--- src/rtl/char_lcd_ctrl.sv ---
// HD44780 controller: power-up wait, init sequence, then endless refresh from a host-writable shadow buffer.
// One LCD transfer per TICK_CYCLES; no backpressure. `define LCD_CURSOR_EN adds cursor position/blink commands per frame.
module char_lcd_ctrl #(
  parameter int POWERUP_CYCLES = 90000,
  parameter int TICK_CYCLES    = 100000,
  parameter int CLEAR_TICKS    = 2,
  parameter int COLS           = 16,
  parameter int ROWS           = 2,
  parameter int AW             = 5
) (
  input  logic          clk,
  input  logic          rst,
  input  logic          wr_en,
  input  logic [AW-1:0] wr_addr,
  input  logic [7:0]    wr_data,
`ifdef LCD_CURSOR_EN
  input  logic          cursor_vis,
  input  logic [AW-1:0] cursor_addr,
`endif
  output logic          lcd_en,
  output logic          lcd_rs,
  output logic          lcd_rw,
  output logic          lcd_on,
  output logic [7:0]    lcd_data,
  output logic          init_done,
  output logic          frame_done
);

  localparam int NCHAR = ROWS * COLS;
  localparam int IW    = (NCHAR > 1) ? $clog2(NCHAR) : 1;
  localparam int PW    = $clog2(POWERUP_CYCLES + 1);
  localparam int TW    = $clog2(TICK_CYCLES);
  localparam int WW    = $clog2(CLEAR_TICKS + 2);
  localparam int CW    = $clog2(COLS + 1);

  localparam logic [PW-1:0] PWR_LAST  = PW'(POWERUP_CYCLES - 1);
  localparam logic [TW-1:0] TICK_LAST = TW'(TICK_CYCLES - 1);
  localparam logic [TW-1:0] TICK_HALF = TW'(TICK_CYCLES / 2);
  localparam logic [WW-1:0] WAIT_LAST = WW'(CLEAR_TICKS - 1);
  localparam logic [CW-1:0] COL_LAST  = CW'(COLS - 1);
  localparam logic          ROW_LAST  = 1'(ROWS - 1);
  localparam logic [7:0]    FUNC_BYTE = (ROWS == 2) ? 8'h38 : 8'h30;

  typedef enum logic [3:0] {
    S_PWR_WAIT,
    S_FUNC,
    S_OFF,
    S_CLR,
    S_CLR_WAIT,
    S_ENTRY,
    S_ON,
    S_ROW_ADDR,
`ifdef LCD_CURSOR_EN
    S_CUR_ADDR,
    S_CUR_CTRL,
`endif
    S_CHAR
  } state_t;

  state_t        state, state_n;
  logic [PW-1:0] pwr_cnt, pwr_n;
  logic [TW-1:0] tick_cnt, tick_n;
  logic [WW-1:0] wait_cnt, wait_n;
  logic          row, row_n;
  logic [CW-1:0] col, col_n;
  logic          rs_n, init_n;
  logic [7:0]    data_n;
  logic          tick;
  logic [IW-1:0] rd_idx;
  logic [7:0]    rd_byte;
  logic [7:0]    char_buf [NCHAR];

  assign lcd_rw = 1'b0;
  assign lcd_on = 1'b1;
  assign tick   = (state != S_PWR_WAIT) && (tick_cnt == TICK_LAST);
  // E is suppressed while waiting for Clear to finish so the held 0x01 is not re-issued.
  assign lcd_en = (state != S_PWR_WAIT) && (state != S_CLR_WAIT) && (tick_cnt < TICK_HALF);

  // ROW_ADDR loads column 0 of the current row; CHAR loads the following column.
  assign rd_idx  = IW'((row ? COLS : 0) + ((state == S_CHAR) ? int'(col) + 1 : 0));
  assign rd_byte = char_buf[rd_idx];

`ifdef LCD_CURSOR_EN
  logic [7:0] cur_addr_byte;
  always_comb begin
    int ci;
    ci = (32'(cursor_addr) < NCHAR) ? int'(cursor_addr) : 0;
    if (ci >= COLS) cur_addr_byte = 8'h80 | (8'h40 + 8'(ci - COLS));
    else            cur_addr_byte = 8'h80 | 8'(ci);
  end
`endif

  always_ff @(posedge clk or negedge rst) begin
    if (!rst) begin
      for (int i = 0; i < NCHAR; i++) char_buf[i] <= 8'h20;
    end else if (wr_en && (32'(wr_addr) < NCHAR)) begin
      char_buf[IW'(wr_addr)] <= wr_data;
    end
  end

  always_ff @(posedge clk or negedge rst) begin
    if (!rst) begin
      state     <= S_PWR_WAIT;
      pwr_cnt   <= '0;
      tick_cnt  <= '0;
      wait_cnt  <= '0;
      row       <= 1'b0;
      col       <= '0;
      lcd_rs    <= 1'b0;
      lcd_data  <= 8'h00;
      init_done <= 1'b0;
    end else begin
      state     <= state_n;
      pwr_cnt   <= pwr_n;
      tick_cnt  <= tick_n;
      wait_cnt  <= wait_n;
      row       <= row_n;
      col       <= col_n;
      lcd_rs    <= rs_n;
      lcd_data  <= data_n;
      init_done <= init_n;
    end
  end

  always_comb begin
    state_n    = state;
    pwr_n      = pwr_cnt;
    tick_n     = tick_cnt;
    wait_n     = wait_cnt;
    row_n      = row;
    col_n      = col;
    rs_n       = lcd_rs;
    data_n     = lcd_data;
    init_n     = init_done;
    frame_done = 1'b0;

    if (state == S_PWR_WAIT) begin
      if (pwr_cnt == PWR_LAST) begin
        state_n = S_FUNC;
        rs_n    = 1'b0;
        data_n  = FUNC_BYTE;
        tick_n  = '0;
      end else begin
        pwr_n = pwr_cnt + PW'(1);
      end
    end else begin
      tick_n = tick ? '0 : tick_cnt + TW'(1);
      if (tick) begin
        case (state)
          S_FUNC: begin
            state_n = S_OFF;
            data_n  = 8'h08;
          end
          S_OFF: begin
            state_n = S_CLR;
            data_n  = 8'h01;
          end
          S_CLR: begin
            if (CLEAR_TICKS > 0) begin
              state_n = S_CLR_WAIT;
              wait_n  = '0;
            end else begin
              state_n = S_ENTRY;
              data_n  = 8'h06;
            end
          end
          S_CLR_WAIT: begin
            if (wait_cnt == WAIT_LAST) begin
              state_n = S_ENTRY;
              data_n  = 8'h06;
            end else begin
              wait_n = wait_cnt + WW'(1);
            end
          end
          S_ENTRY: begin
            state_n = S_ON;
            data_n  = 8'h0C;
          end
          S_ON: begin
            state_n = S_ROW_ADDR;
            row_n   = 1'b0;
            rs_n    = 1'b0;
            data_n  = 8'h80;
            init_n  = 1'b1;
          end
          S_ROW_ADDR: begin
            state_n = S_CHAR;
            col_n   = '0;
            rs_n    = 1'b1;
            data_n  = rd_byte;
          end
          S_CHAR: begin
            if (col != COL_LAST) begin
              col_n  = col + CW'(1);
              data_n = rd_byte;
            end else if (row != ROW_LAST) begin
              state_n = S_ROW_ADDR;
              row_n   = 1'b1;
              rs_n    = 1'b0;
              data_n  = 8'hC0;
            end else begin
`ifdef LCD_CURSOR_EN
              state_n = S_CUR_ADDR;
              rs_n    = 1'b0;
              data_n  = cur_addr_byte;
`else
              frame_done = 1'b1;
              state_n    = S_ROW_ADDR;
              row_n      = 1'b0;
              rs_n       = 1'b0;
              data_n     = 8'h80;
`endif
            end
          end
`ifdef LCD_CURSOR_EN
          S_CUR_ADDR: begin
            state_n = S_CUR_CTRL;
            data_n  = cursor_vis ? 8'h0F : 8'h0C;
          end
          S_CUR_CTRL: begin
            frame_done = 1'b1;
            state_n    = S_ROW_ADDR;
            row_n      = 1'b0;
            data_n     = 8'h80;
          end
`endif
          default: state_n = S_PWR_WAIT;
        endcase
      end
    end
  end

endmodule
--- config.mk ---
export PLATFORM = sky130hd
export DESIGN_NAME = char_lcd_ctrl
export DESIGN_NICKNAME = d
export VERILOG_FILES = /design/src/rtl/char_lcd_ctrl.sv
export SDC_FILE = /design/constraint.sdc
export NUM_CORES = 1
export LEC_CHECK = 0
export ABC_AREA = 1
export ABC_CLOCK_PERIOD_IN_PS = 1850
export BUFFER_PORTS_ARGS = -buffer_cell sky130_fd_sc_hd__buf_2
export CORE_MARGIN = 5
export CORE_UTILIZATION = 40
export CTS_CLUSTER_DIAMETER = 200
export DETAILED_ROUTE_END_ITERATION = 10
export PLACE_DENSITY = 0.63
export RECOVER_POWER = 25
export SLEW_MARGIN = 0
export SYNTH_ARGS = -nofsm -noshare
export SYNTH_HDL_FRONTEND = slang
export SYNTH_SLANG_ARGS = --single-unit
--- constraint.sdc ---
create_clock -name clk -period 1.85 [get_ports clk]
set_input_delay 0.0925 -clock clk [delete_from_list [all_inputs] [get_ports clk]]
set_output_delay 0.0925 -clock clk [all_outputs]
set_load 0.01 [all_outputs]
### Word level (Yosys, flattened, before mapping)

Index checks and enable logic that the tools add are counted.

| cells by class | value |
|---|---|
| add/subtract/negate cells | 6 |
| multipliers | 0 |
| divide/modulo/power cells | 0 |
| $lt $le $gt $ge | 4 |
| equal/unequal tests | 19 |
| shifts and indexed selects | 0 |
| multiplexer cells | 41 |
| bitwise operators | 4 |
| reductions and logical operators | 20 |

Operators by type and width:

| operator | count |
|---|---|
| 256-bit bitwise mux | 1 |
| 8-bit two-way mux | 8 |
| 8-bit one-hot mux with 7 select lines | 1 |
| 17-bit two-way mux | 3 |
| 8-bit binary-select mux with 5-bit select | 1 |
| 8-bit demux with 5-bit select | 1 |
| 17-bit by 1-bit adder with 17-bit output, second input constant | 2 |
| 17-bit == test, second input constant | 2 |
| 4-bit one-hot mux with 8 select lines | 1 |
| 4-bit AND reduction | 6 |
| 4-bit two-way mux | 5 |
| 17-bit by 16-bit < comparator with 1-bit output, second input constant | 1 |
| 4-bit by 3-bit == test with 1-bit output, second input constant | 4 |
| 5-bit two-way mux | 3 |
| 6-bit greater-or-equal comparator, second input constant | 2 |
| 5-bit NOT with 6-bit output | 2 |
| 1-bit two-way mux | 11 |
| 5-bit by 1-bit adder with 5-bit output, second input constant | 2 |
| 5-bit one-hot mux with 2 select lines | 1 |
| 4-bit by 2-bit == test with 1-bit output, second input constant | 2 |
| 2-bit nonzero test | 4 |
| 4-bit nonzero test | 2 |
| 8-bit nonzero test | 1 |
| 7-bit two-way mux | 1 |
| other kinds (20) | 27 |

| storage, ports and cells | value |
|---|---|
| flip-flop bits (word level) | 312 |
| latch bits | 0 |
| bits in writable memories | 0 |
| bits in read-only memories | 0 |
| input port bits | 16 |
| output and inout bits | 14 |
| logic and storage cells | 135 |
| memories kept | 0 |

### Logic depth before layout (Yosys ltp)

Gate-level depths: netlist of the first run.

| logic depth | value |
|---|---|
| depth in word-level cells | 11 |
| depth in mapped cells | 17 |

### Least setup slack after synthesis of the first run

OpenSTA, ideal clock, no wires.

| path | value |
|---|---|
| kind | register to register |
| from | reg col[1] |
| to | reg lcd_data[6] |
| arrival | 1.917 ns |
| required time | 1.785 ns |
| path slack | -0.132 ns |
| stages on the path, launching flop included | 15 |
| path buffers | 0 |
| period minus slack after synthesis | 1.982 ns |
| cell sequence | dfrtp_1 -> ha_1 -> nand2_1 -> nor2_1 -> ha_1 -> nor2_4 -> xor2_4 -> inv_2 -> nand3_1 -> nand3_1 -> nand2_1 -> nand2_1 -> nand2_1 -> nand2_1 -> nand2_1 |

| on the way | value |
|---|---|
| cells in the longest elaborated chain, start to end | 11 |

RTL lines:

| what | RTL line | text |
|---|---|---|
| start, declared | 65 | `logic [CW-1:0] col, col_n;` |
| start signal, assigned | 118 | `col <= col_n;` |
| 5-bit by 1-bit adder with 5-bit output | 80 | `assign rd_idx = IW'((row ? COLS : 0) + ((state == S_CHAR) ? int'(col) + 1 : 0));` |
| 5-bit two-way mux | 80 |  |
| 5-bit adder | 80 |  |
| 5-bit NOT with 6-bit output (implied by the code) | 81 | `assign rd_byte = char_buf[rd_idx];` |
| 8-bit binary-select mux with 5-bit select | 81 |  |
| 8-bit two-way mux (implied by the code) (2 in a row) | 81 |  |
| 8-bit two-way mux | 193 | `if (col != COL_LAST) begin` |
| 8-bit one-hot mux with 7 select lines (*) | 149 | `case (state)` |
| 8-bit two-way mux (*) | 148 | `if (tick) begin` |
| 8-bit two-way mux (*) | 137 | `if (state == S_PWR_WAIT) begin` |
| end signal, assigned | 120 | `lcd_data <= data_n;` |
| end, declared | 24 | `output logic [7:0] lcd_data,` |

Mark *: on every way between the ends. The rest lies on a longest branch, timed or not. The select of a mux whose other input is x is not followed.
A chain may end at the register's enable or synchronous reset.

### Final worst setup path of the first run

| path | value |
|---|---|
| from | reg col[0] |
| to | reg lcd_data[5] |

The elaborated chain is that of the path after synthesis.

==> flow_summary.ini, run 1 <==
[status]
status = complete, but fails checks
failed_checks = max-capacitance violations, max-slew violations, negative setup slack

[worst_setup_path]
critPathRequiredTime_ns = 2.26
worst-r2r-setup-slack_ns = -0.26
cp_common_cell = nand2_2
crit_arrival_ns = 2.52
slowest_stage = dfrtp_1
rr_startpoint = col[0]
cp-start-kind = flop
crit_buf_inv = 2
slowest_delay_ns = 0.36
worst-r2r-cell-count = 12
cp_top_family = simple AND/OR/NAND/NOR gates
crit_path_end_kind = flop
crit_chain = ha_2, nand2_2, nor2_4, ha_4, nor2_4, xor2_4, buf_12, clkinvlp_4, nand3_2, nand2_2, nand2_2, a2bb2oi_2
crit_path_max_fanout = 6
timing_worst_setup_path_type = flop to flop
r2r_end = lcd_data[5]

[routing]
dr_wl_met2_um = 21600
route.vias.total = 13600
topRoutingLayerUsed = met4
antenna_left = 0
routed_wl_um = 45900
post_drt_wl_per_cell_um = 18.1
drt_iter0_drc = 1138
wl_met1_um = 20500
vias_per_cell = 5.35
dr.pass1.iters = 5
wl_met3_um = 2390
drc = 0

[placed_design]
portBuffers = 27
placed_area_um2 = 16800
place.gp.congestion = 0.884
placed_cells = 2417
dp_slack_ns = -0.268
place.detailed.hpwl_um = 29500

[sta]
max_slew.worst_pin.slew_ns = 1.54
period_share = 1.14
period_minus_slack_ns = 2.11
maxSlewViolCount = 55
fin_ws_ns = -0.263
setup_viol = 32
max-slew-margin-rel = -0.0262
final_hold_viol_count = 0
finClkSkew_ns = 0.0228
rsz0062_at_grt = yes
max_freq_ghz = 0.473

[layout]
layout.nets = 2059
drive_gt1_frac = 0.236
finalInstanceArea_um2 = 19200
final_cells = 2539
antennaDiodeCount = 0
areaGrowthSynthToFinish_pct = 28.1
final_cell_mix = nand2_1, dfrtp_1, o21ai_0, nand3_1, buf_4
mostFrequentLayoutCell = nand2_1

[pwr]
p_leak_nw = 9.03
ir_drop_v = 0.000702
powerDensity_nw_per_um2 = 922

[cts]
cts_tree = done
cts_root_buf = clkbuf_16
clk_latency_ns = 0.54
cts_max_path_buffers = 3
clock-sinks = 312
clk_pin_slew_ns = 0.06
cts_htree_levels = 2
cts_made_buffers = 36

[synth]
ys_warn_count = 0
synth_top_area_cell = dfrtp_1
syn_nets = 1872
synth_edf_count = 0
avgSynthCellArea_um2 = 8.11
synth-seq-cells = 312
synth.top_cell.area_share = 0.467
ys_async_sr_fraction = 1.00
netlist_instances = 1851
syn_area_um2 = 15000
ys_types = 55
synth.top_cells.by_area = dfrtp_1, nand2_1, o21ai_0, nand3_1, dfstp_2
seq_area_frac_synth = 0.523
synth-main-ff-cell = dfrtp_1

[global_route]
antenna_found_initial = 0
grt_pass1_wl_um = 72900
grt.overflow.total = 0
grt_pass1_vias = 13300
grt_max_degree = 57
track_usage = 0.217

[floorplan]
dieArea_um2 = 41500
core_area_um2 = 37300
die_w_um = 204
ios = 30
row_count = 71
start_util = 0.402
die_y_um = 204

[min_path]
hp-class = primary input to flop
whs_path_depth = 4
hp-start = wr_data[7]
hold_end = char_buf[39]

[job]
cap_violations = 1
state kept, by name (all words and copies together), names as in the netlist:
| register | count |
|---|---|
| char_buf | 256 |
| pwr_cnt | 17 |
| tick_cnt | 17 |
| lcd_data | 8 |
| col | 5 |
| state | 4 |
| wait_cnt | 2 |
| init_done | 1 |
| lcd_rs | 1 |
| row | 1 |
cell usage after synthesis (3+ instances only):
library cell	instances
buf_6	9
buf_1	4
a21oi_1	11
inv_2	7
xnor2_1	6
o211ai_1	14
nor4_1	10
nor2_2	3
dfstp_2	32
nand3_1	244
nand4_1	16
nand2_2	4
buf_4	5
dfrtp_1	280
buf_2	22
xor2_1	13
a31oi_1	5
ha_1	5
nor2_4	4
nand2_1	626
nor2_1	44
o21ai_0	280
clkbuf_1	70
inv_1	80
nor3_1	18
metal layers:
layer / track usage / vias to the layer above
met5: 0 / -
met4: 0.0701 / 0
met3: 0.0296 / 91
met2: 0.349 / 388
met1: 0.306 / 6611
li1: - / 6495
area by class of cell:
| type | count | area, um2 |
|---|---|---|
| multi-input cells | 1336 | 6900 |
| repair buffers | 262 | 2350 |
| fillers | 3467 | 18100 |
| clock buffers | 57 | 1080 |
| repair inverters | 1 | 7.51 |
| well taps | 474 | 593 |
| inverters | 89 | 367 |
| flip-flops and latches | 312 | 7850 |
| clock inverters | 8 | 72.6 |
metrics by stage:
step                TNS [ns]   util  hold slack, ns  power, mW
CTS                    -1.96  0.501          0.0871       17.9
global route          -17.44  0.515           0.133       18.7
detailed placement     -3.17  0.451          0.0677       10.8
floorplan             -0.115      -          -0.203       9.92
finish                 -4.47  0.515           0.108       17.7
global placement       -2.27  0.451          0.0681       10.7
repair_timing:
action,CTS,global route
endpoints found under the setup margin,25,36
pin swaps,25,33
resized for setup,89,108
gates cloned,4,1
endpoints found under the hold margin,284,0
buffers inserted,22,25
hold buffers,8,0
cell families (layout without fill, tap and decap cells):
group           after synthesis  in the layout  share of synthesized area
compound gates              326            326                      0.114
xor+xnor                     20             20                     0.0129
fa+ha+maj                     5              5                    0.00417
buf+inv                     203            417                     0.0610
flops                       312            312                      0.523
other cells                   2              2                   0.000501
simple gates                983            983                      0.284
worst min-delay path, cell delays in order:
cell,delay [ns]
buf_2,0.07
inv_1,0.03
buf_4,0.22
o21ai_0,0.18
worst max-delay path by stage:
stage               startpoint          end  slack (ns)  cells after the start
floorplan               col[1]  lcd_data[6]       -0.06                     14
global placement      state[1]  lcd_data[0]       -0.23                     14
detailed placement    state[1]  lcd_data[0]       -0.27                     14
CTS                     col[0]   frame_done       -0.26                      9
finish                  col[0]  lcd_data[5]       -0.26                     12
global route          state[0]  lcd_data[2]       -0.36                     15
report_power, final:
part	internal (mW)	switching, mW
clock	4.15	2.83
sequential	7.98	0.565
combinational	0.862	1.33
total	13.0	4.73
No activity file was read; power rests on OpenSTA's default activity.
==> run 2: changes to the inputs <==
- ABC_CLOCK_PERIOD_IN_PS: 1850 -> 1900
- SETUP_SLACK_MARGIN: default -> 0.3
- clock period: 1.85 -> 1.9 ns (I/O delays scaled with it)
==> run 2 against run 1 <==
The flow still finishes with violations (max-capacitance violations, max-slew violations, negative setup slack); cell count rose by 0.71%; non-clock buffer count rose by 14; worst setup slack improved by 0.0019 ns; flip-flop and latch count did not move; count of clock-buffer cells in the layout fell by 1; power rose by 0.21%; final area rose by 2.9%; routed wire length rose by 5.7%; sequential share of layout area fell by 1.1 points; global-route usage rose by 0.59 points; fmax fell by 2.2%; critical endpoint is now lcd_data[7].
==> flow_summary.ini, run 2 (synthesis results as in run 1) <==
[routing]
route.vias.total = 13700
dr.pass1.iters = 5
drc = 0
vias_per_cell = 5.37
drt_iter0_drc = 1280
routed_wl_um = 48500
antenna_left = 0
post_drt_wl_per_cell_um = 19.0

[worst_setup_path]
critPathRequiredTime_ns = 2.38
cp_common_cell = nand2_1
cp-start-kind = flop
crit_path_max_fanout = 13
slowest_stage = dfrtp_1
crit_chain = ha_2, buf_4, inv_1, nand2_1, nand2_2, nor2_4, buf_4, clkbuf_16, nand3_1, nand2_1, nand2_1, nand3_2, nand3_2, nand3_1, nand2_1, nand2_1, nand2_1, nand2_1
crit_path_end_kind = flop
crit_arrival_ns = 2.64
timing_worst_setup_path_type = flop to flop
slowest_delay_ns = 0.38

[pwr]
ir_drop_v = 0.000542
p_int_mw = 13.0
switchingPower_mw = 4.73
p_leak_nw = 9.13
powerDensity_nw_per_um2 = 897
combPwrFrac = 0.121
pwr-share-clk = 0.410
p_sw_frac = 0.266
seq_power_share = 0.469

[global_route]
grt_max_degree = 54
grt_pass1_vias = 13300
grt_pass1_wl_um = 74400
track_usage = 0.223
antenna_found_initial = 0
grt.overflow.total = 0

[cts]
clk_pin_slew_ns = 0.06
cts_htree_levels = 2
cts_root_buf = clkbuf_16
cts_tree = done
clk_latency_ns = 0.55
cts_made_buffers = 37
cts_max_path_buffers = 3
clock-sinks = 312

[status]
failed_checks = max-capacitance violations, max-slew violations, negative setup slack
status = complete, but fails checks

[sta]
period_share = 1.14
fin_ws_ns = -0.261
rsz0062_at_grt = yes
final_hold_viol_count = 0
maxSlewViolCount = 49
max_slew.worst_pin.slew_ns = 1.57
finClkSkew_ns = 0.0174
max-slew-margin-rel = -0.0498
period_minus_slack_ns = 2.16
setup_viol = 31
max_freq_ghz = 0.463

[floorplan]
start_util = 0.402
ios = 30
die_y_um = 204
row_count = 71
die_w_um = 204
core_area_um2 = 37300
dieArea_um2 = 41500

[layout]
final_cell_mix = nand2_1, dfrtp_1, o21ai_0, nand3_1, buf_4
antennaDiodeCount = 0
areaGrowthSynthToFinish_pct = 31.9
layout.nets = 2075
largest_reg_flops = 256
top_register = char_buf
top_regs = char_buf (256), pwr_cnt (17), tick_cnt (17)
mostFrequentLayoutCell = nand2_1
drive_gt1_frac = 0.251
utilization = 0.530

[job]
cap_violations = 1

[placed_design]
dp_slack_ns = -0.190
place.gp.congestion = 0.899
place.detailed.hpwl_um = 29800
portBuffers = 27

[min_path]
hp-class = primary input to flop
[run 2: routing by layer]
layer,track usage,vias up,share of wire
met1,0.306,6708,0.43
met4,0.0650,0,0.025
met5,0,-,0
met3,0.0285,83,0.052
met2,0.373,407,0.49
li1,-,6525,-
[run 2: metrics by stage]
stage	total power, mW	cell area (um2)	TNS, ns	hold slack (ns)	std cells
6_report	17.8	19800	-4.15	0.102	2557
5_1_grt	18.6	19800	-14.34	0.117	2557
4_1_cts	17.9	18900	-2.29	0.0845	2524
3_5_place_dp	10.5	16700	-2.13	0.0730	2399
2_1_floorplan	9.66	15100	0	-0.201	1851
3_3_place_gp	10.4	16700	-1.62	0.0722	2399
[run 2: worst paths after layout]
| kind | cells past startpoint | slack, ns | to | from |
|---|---|---|---|---|
| hold / removal | 5 | 0.10 | char_buf[69] | wr_addr[3] |
| max in group asynchronous | 3 | 0.12 | char_buf[245] | rst |
| setup / recovery | 18 | -0.26 | lcd_data[7] | col[1] |
| setup reg to reg | 18 | -0.26 | lcd_data[7] | col[1] |
| hold reg to reg | 2 | 0.48 | pwr_cnt[16] | pwr_cnt[16] |
| min in group asynchronous | 2 | 0.48 | char_buf[135] | rst |
[run 2: final cells by class]
class	count	area, um2
Fill cell	3333	17500
Sequential cell	312	7860
Multi-Input combinational cell	1336	7160
Timing Repair Buffer	276	2560
Clock buffer	56	1070
Tap cell	474	593
Inverter	89	379
Clock inverter	12	164
Timing Repair inverter	2	13.8
[run 2: power groups by stage]
stage / combinational [mW] / sequential, mW / clock [mW]
after floorplan: 1.40 / 8.26 / 0
after global placement: 2.07 / 8.38 / 0
after detailed placement: 2.11 / 8.41 / 0
after CTS: 2.17 / 8.31 / 7.41
after global routing: 2.49 / 8.44 / 7.67
final: 2.15 / 8.32 / 7.29
[run 2: timing repair]
item	CTS	global route
hold buffers	8	0
setup buffers	47	28
endpoints found under the hold margin	296	0
pin swaps	29	41
endpoints found under the setup margin	58	58
resized for setup	120	157
cloned	2	5
[run 2: critical path, delay by kind of cell (launching register included)]
family	cells	cell delay, ns
adder cells (fa/ha/maj)	1	0.21
buffers and inverters	4	0.51
flip-flops	1	0.38
AND/OR/NAND/NOR	13	1.00
